## src/rtl/hilo_pkg.sv

```systemverilog
// Shared definitions for the HI/LO multiply/divide unit: operation codes,
// FSM state encodings and the default datapath width.
// The divider datapath is compiled in only when HILO_DIV_EN is defined.
package hilo_pkg;

    localparam int DEF_WIDTH = 32;
    localparam int CNT_W     = $clog2(DEF_WIDTH);

    typedef enum logic [2:0] {
        OP_MULT  = 3'd0,
        OP_MULTU = 3'd1,
        OP_DIV   = 3'd2,
        OP_DIVU  = 3'd3,
        OP_MTHI  = 3'd4,
        OP_MTLO  = 3'd5,
        OP_RSV6  = 3'd6,
        OP_RSV7  = 3'd7
    } op_e;

    typedef enum logic [1:0] {
        ST_IDLE = 2'd0,
        ST_RUN  = 2'd1,
        ST_FIN  = 2'd2
    } state_e;

endpackage

```

## src/rtl/hilo_muldiv_unit_if.sv

```systemverilog
// Request/ack and mfhi/mflo read bundle between the EX stage (master)
// and the HI/LO multiply/divide unit (slave).
interface hilo_muldiv_unit_if #(
    parameter int WIDTH = 32
);
    logic             start;
    logic [2:0]       op;
    logic [WIDTH-1:0] src_a;
    logic [WIDTH-1:0] src_b;
    logic             start_ack;
    logic             busy;
    logic             done;
    logic             rd_en;
    logic             rd_sel;
    logic [WIDTH-1:0] rd_data;
    logic             stall;
    logic [WIDTH-1:0] hi;
    logic [WIDTH-1:0] lo;

    modport master (
        output start, op, src_a, src_b, rd_en, rd_sel,
        input  start_ack, busy, done, rd_data, stall, hi, lo
    );

    modport slave (
        input  start, op, src_a, src_b, rd_en, rd_sel,
        output start_ack, busy, done, rd_data, stall, hi, lo
    );
endinterface

```

## src/rtl/muldiv_iter_core.sv

```systemverilog
// One combinational iteration of the shared multiply/divide datapath.
// Multiply: radix-2 shift-add on {hi,lo}, multiplier consumed from lo[0].
// Divide (HILO_DIV_EN only): restoring shift-subtract, remainder in hi,
// quotient bits shifted into lo.
module muldiv_iter_core #(
    parameter int WIDTH = 32
) (
    input  logic             is_div,
    input  logic [WIDTH-1:0] hi_in,
    input  logic [WIDTH-1:0] lo_in,
    input  logic [WIDTH-1:0] opnd,
    output logic [WIDTH-1:0] hi_out,
    output logic [WIDTH-1:0] lo_out
);
    logic [WIDTH:0] sum;
`ifdef HILO_DIV_EN
    logic [WIDTH:0]   shifted;
    logic [WIDTH-1:0] diff;
`else
    logic unused_is_div;
    assign unused_is_div = is_div;
`endif

    // Select the multiply step, overridden by the divide step when dividing.
    always_comb begin
        sum    = {1'b0, hi_in} + (lo_in[0] ? {1'b0, opnd} : {(WIDTH+1){1'b0}});
        hi_out = sum[WIDTH:1];
        lo_out = {sum[0], lo_in[WIDTH-1:1]};
`ifdef HILO_DIV_EN
        shifted = {hi_in, lo_in[WIDTH-1]};
        diff    = shifted[WIDTH-1:0] - opnd;
        if (is_div) begin
            if (shifted >= {1'b0, opnd}) begin
                hi_out = diff;
                lo_out = {lo_in[WIDTH-2:0], 1'b1};
            end else begin
                hi_out = shifted[WIDTH-1:0];
                lo_out = {lo_in[WIDTH-2:0], 1'b0};
            end
        end
`endif
    end

endmodule

```

## src/rtl/hilo_muldiv_unit.sv

```systemverilog
// Multi-cycle MULT/MULTU/DIV/DIVU engine owning the architectural HI/LO pair.
// Operands are latched as magnitudes at accept; sign fix-up is applied when
// the final iteration writes HI/LO. Define HILO_DIV_EN to build the divider;
// otherwise DIV/DIVU are acknowledged as no-ops.
module hilo_muldiv_unit
    import hilo_pkg::*;
#(
    parameter int               WIDTH    = DEF_WIDTH,
    parameter logic [WIDTH-1:0] HILO_RST = '0
) (
    input logic               clk,
    input logic               rst,
    hilo_muldiv_unit_if.slave bus
);
    localparam int            CW       = (WIDTH > 1) ? $clog2(WIDTH) : 1;
    localparam logic [CW-1:0] CNT_LOAD = CW'(WIDTH - 1);

    state_e           state_reg;
    state_e           state_next;
    logic [CW-1:0]    cnt_reg;
    logic [WIDTH-1:0] hi_reg;
    logic [WIDTH-1:0] lo_reg;
    logic [WIDTH-1:0] acc_hi_reg;
    logic [WIDTH-1:0] acc_lo_reg;
    logic [WIDTH-1:0] opnd_reg;
    logic             neg_reg;      // negate product (mult) or quotient (div)
`ifdef HILO_DIV_EN
    logic             is_div_reg;
    logic             neg_rem_reg;  // remainder follows the dividend sign
    logic             div_zero;
`endif

    logic             busy;
    logic             done;
    logic             accept;
    logic             iter_op;
    logic             signed_op;
    logic             sign_diff;
    op_e              op_q;
    logic [WIDTH-1:0] mag_a;
    logic [WIDTH-1:0] mag_b;
    logic             core_is_div;
    logic [WIDTH-1:0] core_hi;
    logic [WIDTH-1:0] core_lo;
    logic [WIDTH-1:0] res_hi;
    logic [WIDTH-1:0] res_lo;

    assign op_q      = op_e'(bus.op);
    assign accept    = bus.start & ~busy;
    assign signed_op = (op_q == OP_MULT) || (op_q == OP_DIV);
    assign sign_diff = bus.src_a[WIDTH-1] ^ bus.src_b[WIDTH-1];
    assign mag_a     = (signed_op && bus.src_a[WIDTH-1]) ? -bus.src_a : bus.src_a;
    assign mag_b     = (signed_op && bus.src_b[WIDTH-1]) ? -bus.src_b : bus.src_b;

`ifdef HILO_DIV_EN
    assign div_zero    = (bus.src_b == '0);
    assign iter_op     = (op_q == OP_MULT) || (op_q == OP_MULTU) ||
                         (op_q == OP_DIV)  || (op_q == OP_DIVU);
    assign core_is_div = is_div_reg;
`else
    assign iter_op     = (op_q == OP_MULT) || (op_q == OP_MULTU);
    assign core_is_div = 1'b0;
`endif

    muldiv_iter_core #(
        .WIDTH (WIDTH)
    ) u_core (
        .is_div (core_is_div),
        .hi_in  (acc_hi_reg),
        .lo_in  (acc_lo_reg),
        .opnd   (opnd_reg),
        .hi_out (core_hi),
        .lo_out (core_lo)
    );

    // FSM state register.
    always_ff @(posedge clk) begin
        if (rst) begin
            state_reg <= ST_IDLE;
        end else begin
            state_reg <= state_next;
        end
    end

    // FSM next state: a new request may be taken in IDLE or in the DONE cycle.
    always_comb begin
        state_next = state_reg;
        case (state_reg)
            ST_IDLE, ST_FIN: state_next = (accept && iter_op) ? ST_RUN : ST_IDLE;
            ST_RUN:          if (cnt_reg == '0) state_next = ST_FIN;
            default:         state_next = ST_IDLE;
        endcase
    end

    // FSM outputs: BUSY while iterating, DONE for the single FIN cycle.
    always_comb begin
        busy = (state_reg == ST_RUN);
        done = (state_reg == ST_FIN);
    end

    // Sign fix-up of the last iteration's result before it lands in HI/LO.
    always_comb begin
        {res_hi, res_lo} = neg_reg ? -{core_hi, core_lo} : {core_hi, core_lo};
`ifdef HILO_DIV_EN
        if (is_div_reg) begin
            res_lo = neg_reg     ? -core_lo : core_lo;
            res_hi = neg_rem_reg ? -core_hi : core_hi;
        end
`endif
    end

    // Datapath: latch operands on accept, iterate in RUN, commit on the last step.
    always_ff @(posedge clk) begin
        if (rst) begin
            hi_reg      <= HILO_RST;
            lo_reg      <= HILO_RST;
            acc_hi_reg  <= '0;
            acc_lo_reg  <= '0;
            opnd_reg    <= '0;
            cnt_reg     <= '0;
            neg_reg     <= 1'b0;
`ifdef HILO_DIV_EN
            is_div_reg  <= 1'b0;
            neg_rem_reg <= 1'b0;
`endif
        end else if (accept) begin
            case (op_q)
                OP_MTHI: hi_reg <= bus.src_a;
                OP_MTLO: lo_reg <= bus.src_a;
                OP_MULT, OP_MULTU: begin
                    acc_hi_reg <= '0;
                    acc_lo_reg <= mag_b;
                    opnd_reg   <= mag_a;
                    neg_reg    <= signed_op & sign_diff;
                    cnt_reg    <= CNT_LOAD;
`ifdef HILO_DIV_EN
                    is_div_reg <= 1'b0;
`endif
                end
`ifdef HILO_DIV_EN
                OP_DIV, OP_DIVU: begin
                    // A zero divisor with the raw dividend yields quotient
                    // all-ones and remainder = dividend with no fix-up.
                    acc_hi_reg  <= '0;
                    acc_lo_reg  <= div_zero ? bus.src_a : mag_a;
                    opnd_reg    <= mag_b;
                    neg_reg     <= signed_op & ~div_zero & sign_diff;
                    neg_rem_reg <= signed_op & ~div_zero & bus.src_a[WIDTH-1];
                    is_div_reg  <= 1'b1;
                    cnt_reg     <= CNT_LOAD;
                end
`endif
                default: ;
            endcase
        end else if (busy) begin
            acc_hi_reg <= core_hi;
            acc_lo_reg <= core_lo;
            cnt_reg    <= cnt_reg - CW'(1);
            if (cnt_reg == '0) begin
                hi_reg <= res_hi;
                lo_reg <= res_lo;
            end
        end
    end

    assign bus.start_ack = accept;
    assign bus.busy      = busy;
    assign bus.done      = done;
    assign bus.rd_data   = bus.rd_sel ? hi_reg : lo_reg;
    assign bus.stall     = bus.rd_en & busy;
    assign bus.hi        = hi_reg;
    assign bus.lo        = lo_reg;

endmodule
```

## src/flat_wrapper.sv

```systemverilog
// flat-port wrapper written by rule: the top's interface ports become plain ports
module hilo_muldiv_unit_flat import hilo_pkg::*;
#(
    parameter int               WIDTH    = DEF_WIDTH,
    parameter logic [WIDTH-1:0] HILO_RST = '0
)
  (clk, rst, bus_start, bus_op, bus_src_a, bus_src_b, bus_rd_en, bus_rd_sel, bus_start_ack, bus_busy, bus_done, bus_rd_data, bus_stall, bus_hi, bus_lo);
  hilo_muldiv_unit_if #(.WIDTH(WIDTH)) bus_i ();
  input logic clk;
  input logic rst;
  input wire logic [$bits(bus_i.start)-1:0] bus_start;
  input wire logic [$bits(bus_i.op)-1:0] bus_op;
  input wire logic [$bits(bus_i.src_a)-1:0] bus_src_a;
  input wire logic [$bits(bus_i.src_b)-1:0] bus_src_b;
  input wire logic [$bits(bus_i.rd_en)-1:0] bus_rd_en;
  input wire logic [$bits(bus_i.rd_sel)-1:0] bus_rd_sel;
  output wire logic [$bits(bus_i.start_ack)-1:0] bus_start_ack;
  output wire logic [$bits(bus_i.busy)-1:0] bus_busy;
  output wire logic [$bits(bus_i.done)-1:0] bus_done;
  output wire logic [$bits(bus_i.rd_data)-1:0] bus_rd_data;
  output wire logic [$bits(bus_i.stall)-1:0] bus_stall;
  output wire logic [$bits(bus_i.hi)-1:0] bus_hi;
  output wire logic [$bits(bus_i.lo)-1:0] bus_lo;
  assign bus_i.start = bus_start;
  assign bus_i.op = bus_op;
  assign bus_i.src_a = bus_src_a;
  assign bus_i.src_b = bus_src_b;
  assign bus_i.rd_en = bus_rd_en;
  assign bus_i.rd_sel = bus_rd_sel;
  assign bus_start_ack = bus_i.start_ack;
  assign bus_busy = bus_i.busy;
  assign bus_done = bus_i.done;
  assign bus_rd_data = bus_i.rd_data;
  assign bus_stall = bus_i.stall;
  assign bus_hi = bus_i.hi;
  assign bus_lo = bus_i.lo;
  hilo_muldiv_unit #(.WIDTH(WIDTH), .HILO_RST(HILO_RST)) u_core (.clk(clk), .rst(rst), .bus(bus_i));
endmodule
```

## config.mk

```make
export PLATFORM = sky130hd
export DESIGN_NAME = hilo_muldiv_unit_flat
export DESIGN_NICKNAME = d
export VERILOG_FILES = /design/src/rtl/hilo_pkg.sv /design/src/rtl/hilo_muldiv_unit_if.sv /design/src/rtl/muldiv_iter_core.sv /design/src/rtl/hilo_muldiv_unit.sv /design/src/flat_wrapper.sv
export SDC_FILE = /design/constraint.sdc
export NUM_CORES = 1
export LEC_CHECK = 0
export ABC_AREA = 0
export CAP_MARGIN = 20
export CORE_UTILIZATION = 55
export DETAILED_ROUTE_END_ITERATION = 8
export PLACE_DENSITY = 0.81
export SYNTH_ARGS = -nofsm -noshare
export SYNTH_HDL_FRONTEND = slang
export SYNTH_SLANG_ARGS = --single-unit
```

## constraint.sdc

```tcl
create_clock -name clk -period 5 [get_ports clk]
set_clock_uncertainty 0.1 [all_clocks]
set_input_delay 1 -clock clk [delete_from_list [all_inputs] [get_ports clk]]
set_output_delay 1 -clock clk [all_outputs]
set_load 0.02 [all_outputs]
```

# --- After elaboration in Yosys (flattened, before gate mapping) ---
# Index checks and enable logic that the tools add are counted.
# W data, S select, Z words.
op_classes:
  muxes: 25
  add_sub_neg: 5
  bitwise_logic: 5
  eq_ne: 10
  n_reduce_logical: 16
ops:
  columns: ["op", "count"]
  rows:
  - ["$mux W32", 18]
  - ["$mux W64", 1]
  - ["$neg A32 Y32", 2]
  - ["$neg A64 Y64", 1]
  - ["$add A32 B33 Y33", 1]
  - ["$mux W5", 3]
  - ["$ne A2 B2 Y1 const B", 4]
  - ["$eq A3 B3 Y1 const B", 2]
  - ["$reduce_and A3 Y1", 2]
  - ["$logic_not A5 Y1", 1]
  - ["$sub A5 B1 Y5 const B", 1]
  - ["$pmux W2 S2", 1]
  - ["$reduce_and A2 Y1", 2]
  - ["$reduce_bool A2 Y1", 2]
  - ["$reduce_or A2 Y1", 2]
  - ["$and A1 B1 Y1", 3]
  - ["$eq A3 B1 Y1 const B", 1]
  - ["$eq A3 B2 Y1 const B", 1]
  - ["$logic_and A1 B1 Y1", 3]
  - ["$logic_not A3 Y1", 1]
  - ["$eq A2 B1 Y1 const B", 1]
  - ["$eq A2 B2 Y1 const B", 1]
  - ["$logic_not A2 Y1", 1]
  - ["$logic_or A1 B1 Y1", 2]
  - ["other kinds (4)", 4]
totals:
  out_inout_bits: 100
  wordCells: 69
  input_bits: 72
  register_bits: 168

# --- Depth between registers and ports, before layout ---
# Gate-level depths: netlist of run 1.
depth:
  ltp_word: 7
  mapped_depth: 16
  ltp_nobuf: 14

# --- By module ---
# From an unflattened synthesis of run 1, not the netlist that was laid out.
hier_totals:
  cells_unflattened: 1594
  area_unflattened_um2: 12285.5
modules_own_cells:
  columns: ["mod", "cells_each", "n_inst", "area_each_um2"]
  rows:
  - ["hilo_muldiv_unit", 1299, 1, 10098.4]
  - ["muldiv_iter_core", 295, 1, 2187.1]

# --- Worst setup path before layout of run 1 ---
# Ideal clock, no wire load.
synth_timing:
  path_type: "register to register"
  from: "reg u_core.acc_lo_reg[0]"
  to: "reg u_core.hi_reg[31], in the netlist u_core.bus.hi[31]"
  path_slack_ns: 0.435
  n_path_buf: 3
  arrival_time_ns: 4.379
  t_required_ns: 4.814
  stages_incl_launch_ff: 17
  cell_sequence: "dfxtp_1 > clkbuf_1 > and2_1 > ha_1 > fa_1 > a21o_1 > a221oi_2 > xnor2_1 > nor3_1 > or4b_2 > clkbuf_1 > or4b_1 > clkbuf_1 > or3_1 > o31ai_1 > xor2_1 > a211oi_1"
synth_between:
  elab_chain_len: 7
synth_rtl:
  columns: ["element", "line_no", "source"]
  rows:
  - ["from (decl)", "hilo_muldiv_unit.sv:24", "logic [WIDTH-1:0] acc_lo_reg;"]
  - ["from (signal assigned)", "hilo_muldiv_unit.sv:132", "acc_lo_reg <= mag_b;"]
  - ["from (signal assigned)", "hilo_muldiv_unit.sv:157", "acc_lo_reg <= core_lo;"]
  - ["$mux W32 (*)", "muldiv_iter_core.sv:26", "sum = {1'b0, hi_in} + (lo_in[0] ? {1'b0, opnd} : {(WIDTH+1){1'b0}});"]
  - ["$add A32 B33 Y33 (*)", "muldiv_iter_core.sv:26", null]
  - ["$neg A64 Y64", "hilo_muldiv_unit.sv:103", "{res_hi, res_lo} = neg_reg ? -{core_hi, core_lo} : {core_hi, core_lo};"]
  - ["$mux W64 (*)", "hilo_muldiv_unit.sv:103", null]
  - ["$mux W32 (*)", "hilo_muldiv_unit.sv:159", "if (cnt_reg == '0) begin"]
  - ["$mux W32 (*)", "hilo_muldiv_unit.sv:155", "end else if (busy) begin"]
  - ["$mux W32 (*)", "hilo_muldiv_unit.sv:126", "end else if (accept) begin"]
  - ["to (signal assigned)", "hilo_muldiv_unit.sv:128", "OP_MTHI: hi_reg <= bus.src_a;"]
  - ["to (signal assigned)", "hilo_muldiv_unit.sv:160", "hi_reg <= res_hi;"]
  - ["to (decl)", "hilo_muldiv_unit.sv:21", "logic [WIDTH-1:0] hi_reg;"]
# Every way passes the cells marked *; elsewhere a longest branch is shown, timed or not. The select of a mux whose other input is x is not followed.
# A chain may end at the register's enable or synchronous reset.

# --- Worst setup path after layout of run 1 ---
# Same ends and word-level chain as after synthesis.

==> results of run 1 <==
==> final cells by class <==
class | instances | share of cell area
Timing Repair Buffer | 204 | 0.142
Multi-Input combinational cell | 1178 | 0.545
Clock inverter | 15 | 0.0130
Sequential cell | 168 | 0.241
Clock buffer | 17 | 0.0305
Inverter | 15 | 0.00403
Tap cell | 270 | 0.0242
==> stage by stage <==
step            util  worst slack (ns)  total power [mW]
2_1_floorplan      -             0.435              1.89
3_3_place_gp   0.657             0.236              2.15
3_5_place_dp   0.657            0.0880              2.16
4_1_cts        0.687            0.0773              3.52
5_1_grt        0.690            0.0179              3.64
6_report       0.690             0.212              3.53
==> path summary, 6_finish.rpt <==
| path | endpoint | slack [ns] | cells past startpoint |
|---|---|---|---|
| min | u_core.opnd_reg[0] | 0.36 | 2 |
| max reg2reg | u_core.bus.hi[31] | 0.21 | 13 |
| max | u_core.bus.hi[31] | 0.21 | 13 |
| min reg2reg | u_core.opnd_reg[0] | 0.36 | 2 |
==> synthesized netlist by cell type, types with 7 or more instances <==
| master | count |
|---|---|
| nor2_1 | 214 |
| dfxtp_1 | 168 |
| a21oi_1 | 141 |
| nand2_1 | 106 |
| a211oi_1 | 98 |
| clkbuf_1 | 87 |
| xor2_1 | 84 |
| o21ai_0 | 66 |
| xnor2_1 | 60 |
| and2_1 | 41 |
| ha_1 | 37 |
| mux2_2 | 32 |
| o31ai_1 | 30 |
| or3_1 | 24 |
| a22o_1 | 22 |
| nor3_1 | 21 |
| nand3_1 | 18 |
| a21o_1 | 15 |
| o41ai_1 | 15 |
| inv_1 | 14 |
| nor4_1 | 11 |
| or4_1 | 11 |
| a311oi_1 | 9 |
| a31oi_1 | 9 |
| a211o_1 | 8 |
| and3_1 | 7 |
| nand2b_1 | 7 |
==> critical path, cell delays in order (launching register included) <==
cell      delay [ns]
dfxtp_2         0.40
and2_1          0.17
ha_1            0.20
fa_1            0.42
a21o_1          0.22
a221oi_4        0.35
xnor2_1         0.14
nor3_1          0.26
or4b_2          0.73
or4b_1          0.69
or3_1           0.41
o31ai_1         0.26
xor2_1          0.11
a211oi_1        0.24
==> what timing repair did <==
| item | in CTS | in global routing |
|---|---|---|
| endpoints found under the setup margin | 0 | 12 |
| gates resized for setup | 0 | 2 |
| hold endpoints to repair | 0 | 0 |
==> cells in the final DEF (no fill, tap or decap), types with 14 or more instances in the layout <==
master,n
inv_1,14
ha_1,37
or3_1,24
xnor2_1,60
mux2_2,32
nand2_1,105
o21ai_0,66
a22o_1,22
buf_4,32
a21oi_1,141
o31ai_1,30
a21o_1,15
dfxtp_1,166
nor3_1,20
clkbuf_16,17
nor2_1,210
and2_1,41
o41ai_1,15
xor2_1,84
a211oi_1,98
nand3_1,18
clkdlybuf4s50_1,170
==> cell families after synthesis <==
family | after synthesis
fa+ha+maj | 38
xor+xnor | 144
compound gates | 466
mux | 36
buf+inv | 110
simple gates | 494
flops | 168
==> per-layer routing <==
metal,track usage,share of wire,vias up
li1,-,-,5572
met1,0.457,0.45,5448
met2,0.530,0.46,446
met3,0.0426,0.060,62
met4,0.122,0.026,0
met5,0,0,-
==> power by group through the flow <==
stage | combinational [mW] | clock (mW) | sequential, mW
2_1_floorplan | 0.406 | 0 | 1.48
3_3_place_gp | 0.670 | 0 | 1.48
3_5_place_dp | 0.682 | 0 | 1.48
4_1_cts | 0.687 | 1.38 | 1.45
5_1_grt | 0.754 | 1.43 | 1.46
6_report | 0.701 | 1.38 | 1.45
==> flow_summary.json, run 1 <==
{
  "maxSlewHeadroom": 0.241,
  "tightest_slew_ns": 1.14,
  "cts_root_buf": "clkbuf_16",
  "core-area_mm2": 0.0202,
  "clk_pin_slew_ns": 0.07,
  "place.gp.congestion": 0.961,
  "ys_types": 72,
  "grt_util_all_layers": 0.332,
  "synth_area_leaders": "dfxtp_1 30%, nor2_1 7.1%, a211oi_1 6.5%",
  "critPathCaptureType": "register",
  "fin_tns_setup_ns": 0,
  "synth_edf_count": 0,
  "rsz0062_at_grt": "false",
  "area_delta_synth_final_pct": 23.2,
  "insertion_delay_ns": 0.44,
  "cts_made_buffers": 17,
  "p_per_area_mw_per_mm2": 253,
  "drtIter0Drc": 970,
  "switchingPower_mw": 1.10,
  "grt_max_degree": 73,
  "startpoint_type": "register",
  "avgSynthCellArea_um2": 7.79,
  "fillers": 1644,
  "die_h_um": 146,
  "clkPwrFrac": 0.390,
  "hold_viol_final": 0,
  "p_comb_frac": 0.198,
  "die_x_um": 146,
  "post-route-period-util": 0.958,
  "cp.arrival_ns": 5.03,
  "power.leakage_nw": 5.17,
  "layout-drive-gt1-share": 0.0789,
  "hold_start": "u_core.opnd_reg[0]",
  "synth_warnings": 0,
  "synth_top_family_by_area": "compound AO/OA/AOI/OAI gates",
  "vdd_drop_max_mv": 0.228,
  "hold_ws_ns": 0.359,
  "cts_max_path_buffers": 2,
  "cts_setup_buffers": 0,
  "synth-xor-area-share": 0.111,
  "pwr-share-seq": 0.411,
  "io_buffers": 171,
  "cp_max_fo": 14,
  "place_inst": 1833,
  "dr.pass1.iters": 5,
  "slew_violations": 0,
  "cts_tree": "done",
  "vias": 11500,
  "grt_pass1_wl_mm": 56.9,
  "timing.rr.start": "u_core.acc_lo_reg[0]",
  "n_antenna_cell": 0,
  "cp-startpoint": "u_core.acc_lo_reg[0]",
  "drv_cap": 0,
  "drc_errors": 0,
  "seq_area_mm2": 0.00337,
  "ant_nets": 0,
  "ys_ff_latch": 168,
  "synth-simple-area-share": 0.204,
  "critPathKind": "reg2reg",
  "multiInputGateArea_mm2": 0.00761,
  "rows": 52,
  "final_nets": 1694,
  "vias_per_cell": 6.17,
  "cts_max_level": 4,
  "synth_top_area_cell": "dfxtp_1",
  "synth-compound-area-share": 0.274,
  "fmax_ghz": 0.209,
  "period_minus_slack_ns": 4.79,
  "stdcell_area_mm2": 0.0140,
  "syn_area_mm2": 0.0113,
  "switching_share": 0.312,
  "drt-total-wl_mm": 35.5,
  "setup_viol": 0,
  "netlist_instances": 1456,
  "synth_flop_cell": "dfxtp_1",
  "synth_fp_nets": 1566,
  "synth_fa_ha_area_frac": 0.0426,
  "cts.sinks": 168,
  "start_util": 0.560,
  "die-area_mm2": 0.0212,
  "final_cells": 1867,
  "drt-wirelength-per-cell_um": 19.0,
  "p_int_mw": 2.43,
  "antenna_found_initial": 0,
  "required_ns": 5.24,
  "status": "complete, no violations",
  "synthMuxAreaShare": 0.0353,
  "grt-ovfl-total": 0,
  "synthDominantCellAreaShare": 0.297,
  "hpwlAfterDp_mm": 26.4,
  "grt_pass1_vias": 10800,
  "synthArstFlopShare": 0,
  "hold_path_class": "reg2reg",
  "cts_hold_buf": 0,
  "synth-seq-area-share": 0.297,
  "io_pins": 172,
  "placed_cell_area_mm2": 0.0133
}
No activity file was read; power rests on OpenSTA's default activity.
==> inputs of run 2 (changes only) <==
--- a/config.mk
+++ b/config.mk
@@ -7,9 +7,10 @@
 export LEC_CHECK = 0
 export ABC_AREA = 0
 export CAP_MARGIN = 20
-export CORE_UTILIZATION = 55
+export CORE_UTILIZATION = 30
 export DETAILED_ROUTE_END_ITERATION = 8
-export PLACE_DENSITY = 0.81
+export SLEW_MARGIN = 25
 export SYNTH_ARGS = -nofsm -noshare
 export SYNTH_HDL_FRONTEND = slang
+export SYNTH_HIERARCHICAL = 1
 export SYNTH_SLANG_ARGS = --single-unit
==> run 2 against run 1 <==
Net effect:
- sequential power barely moved
- utilization fell by 32 points
- synthesized area rose by 8.3%
- critical path depth rose by 2
- worst hold slack got worse by 0.0015 ns
- clock power rose by 6%
- critical endpoint is now u_core/bus.hi[28]
- largest power group unchanged
- highest routed layer unchanged
==> flow_summary.json, run 2 <==
{
  "status": "complete, no violations",
  "grt_util_met1": 0.293,
  "cts_max_path_buffers": 2,
  "die_h_um": 204,
  "vdd_drop_max_mv": 0.237,
  "cts_hold_buf": 0,
  "ant_nets": 0,
  "grt_max_degree": 71,
  "drtIter0Drc": 1087,
  "vias_per_cell": 5.67,
  "rows": 73,
  "cts_made_buffers": 17,
  "grt_util_all_layers": 0.218,
  "slowest_delay_ns": 0.63,
  "hold_viol_final": 0,
  "cts_root_buf": "clkbuf_16",
  "io_buffers": 171,
  "drt-total-wl_mm": 46.1,
  "drt-wirelength-per-cell_um": 20.7,
  "hold_path_class": "reg2reg",
  "grt_pass1_vias": 11900,
  "layout-drive-gt1-share": 0.0859,
  "crit_chain": "buf_6, and2_1, ha_1, a21oi_1, o211ai_2, o2111ai_2, nand2_1, a21o_1, a21oi_1, xnor2_1, or4_1, nand4bb_4, or4_1, or3_1, o311a_1",
  "cp.arrival_ns": 5.00,
  "multiInputGateArea_mm2": 0.00823,
  "crit_slowest_cell": "or4_1",
  "die_x_um": 204,
  "final_cell_mix": "186 x nor2_1, 169 x clkdlybuf4s50_1, 167 x dfxtp_1",
  "cts.sinks": 168,
  "vias": 12600,
  "final_common_cell": "nor2_1",
  "hpwlAfterDp_mm": 35.1,
  "cp_max_fo": 31,
  "cts_tree": "done",
  "setup_viol": 0,
  "critPathKind": "reg2reg",
  "met3_usage": 0.0338,
  "area_delta_synth_final_pct": 21.8,
  "cts_max_level": 4,
  "fin_tns_setup_ns": 0,
  "dr.pass1.iters": 5,
  "netlist_instances": 1593,
  "clk_pin_slew_ns": 0.07,
  "io_pins": 172,
  "fillers": 4073,
  "slew_violations": 0,
  "power.leakage_nw": 5.56,
  "cts_setup_buffers": 0,
  "drc_errors": 0,
  "required_ns": 5.24,
  "fmax_ghz": 0.210,
  "die-area_mm2": 0.0418,
  "post-route-period-util": 0.952,
  "busiest_layer": "met2",
  "synth_warnings": 6,
  "drv_cap": 0,
  "place.gp.congestion": 0.909,
  "grt-ovfl-total": 0,
  "antenna_found_initial": 1,
  "startpoint_type": "register",
  "rsz0062_at_grt": "false",
  "p_per_area_mw_per_mm2": 251,
  "seq_area_mm2": 0.00336,
  "grt_pass1_wl_mm": 70.3,
  "critPathCaptureType": "register",
  "period_minus_slack_ns": 4.76,
  "insertion_delay_ns": 0.45,
  "core-area_mm2": 0.0401,
  "start_util": 0.306,
  "tightest_slew_ns": 1.13,
  "maxSlewHeadroom": 0.234,
  "grt_util_met2": 0.349,
  "avgSynthCellArea_um2": 7.71,
  "syn_area_mm2": 0.0123,
  "synth_fp_nets": 1702,
  "final_nets": 1795,
  "hold_ws_ns": 0.357
}
==> run 2: power by group <==
| part | switching [mW] | internal, mW |
|---|---|---|
| clock network | 0.594 | 0.862 |
| logic | 0.511 | 0.321 |
| registers | 0.0742 | 1.40 |
| total | 1.18 | 2.58 |
==> run 2: critical path, delay by kind of cell, from the launching register on <==
kind / cells / cell delay, ns
compound gates: 6 / 1.32
buf+inv: 1 / 0.23
flops: 1 / 0.35
simple gates: 6 / 2.17
fa+ha+maj: 1 / 0.28
xor+xnor: 1 / 0.19
==> run 2: cell type report <==
class	count	share of cell area
Clock buffer	20	0.0305
Inverter	28	0.00703
Tap cell	525	0.0439
Clock inverter	12	0.0116
Multi-Input combinational cell	1265	0.550
Timing Repair Buffer	206	0.132
Sequential cell	168	0.225
Antenna cell	1	0.000167
==> run 2: final timing paths <==
path	start	to	slack, ns	cells past startpoint
worst max-delay path	u_core/acc_lo_reg[0]	u_core/bus.hi[28]	0.24	15
worst min-delay path	u_core/opnd_reg[0]	u_core/opnd_reg[0]	0.36	2
worst max register to register	u_core/acc_lo_reg[0]	u_core/bus.hi[28]	0.24	15
worst min register to register	u_core/opnd_reg[0]	u_core/opnd_reg[0]	0.36	2
==> run 2: timing repair <==
item / in CTS / in global routing
resized for setup: 0 / 1
endpoints found under the setup margin: 0 / 1
endpoints found under the hold margin: 0 / 0
==> run 2: metrics by stage <==
stage | instance area [um^2] | power, mW | cells | setup slack (ns) | util
3_5_place_dp | 14300 | 2.32 | 2192 | 0.254 | 0.357
3_3_place_gp | 14300 | 2.31 | 2192 | 0.384 | 0.357
2_1_floorplan | 12300 | 1.98 | 1593 | 0.593 | -
6_report | 15000 | 3.76 | 2225 | 0.241 | 0.373
4_1_cts | 14900 | 3.76 | 2224 | 0.227 | 0.373
5_1_grt | 15000 | 3.89 | 2224 | 0.0599 | 0.373
==> run 2: routing by layer <==
| layer | vias up | routed length (um) |
|---|---|---|
| met5 | - | 0 |
| met4 | 0 | 1430 |
| met3 | 84 | 3130 |
| met2 | 495 | 20900 |
| met1 | 6013 | 20600 |
| li1 | 6018 | - |
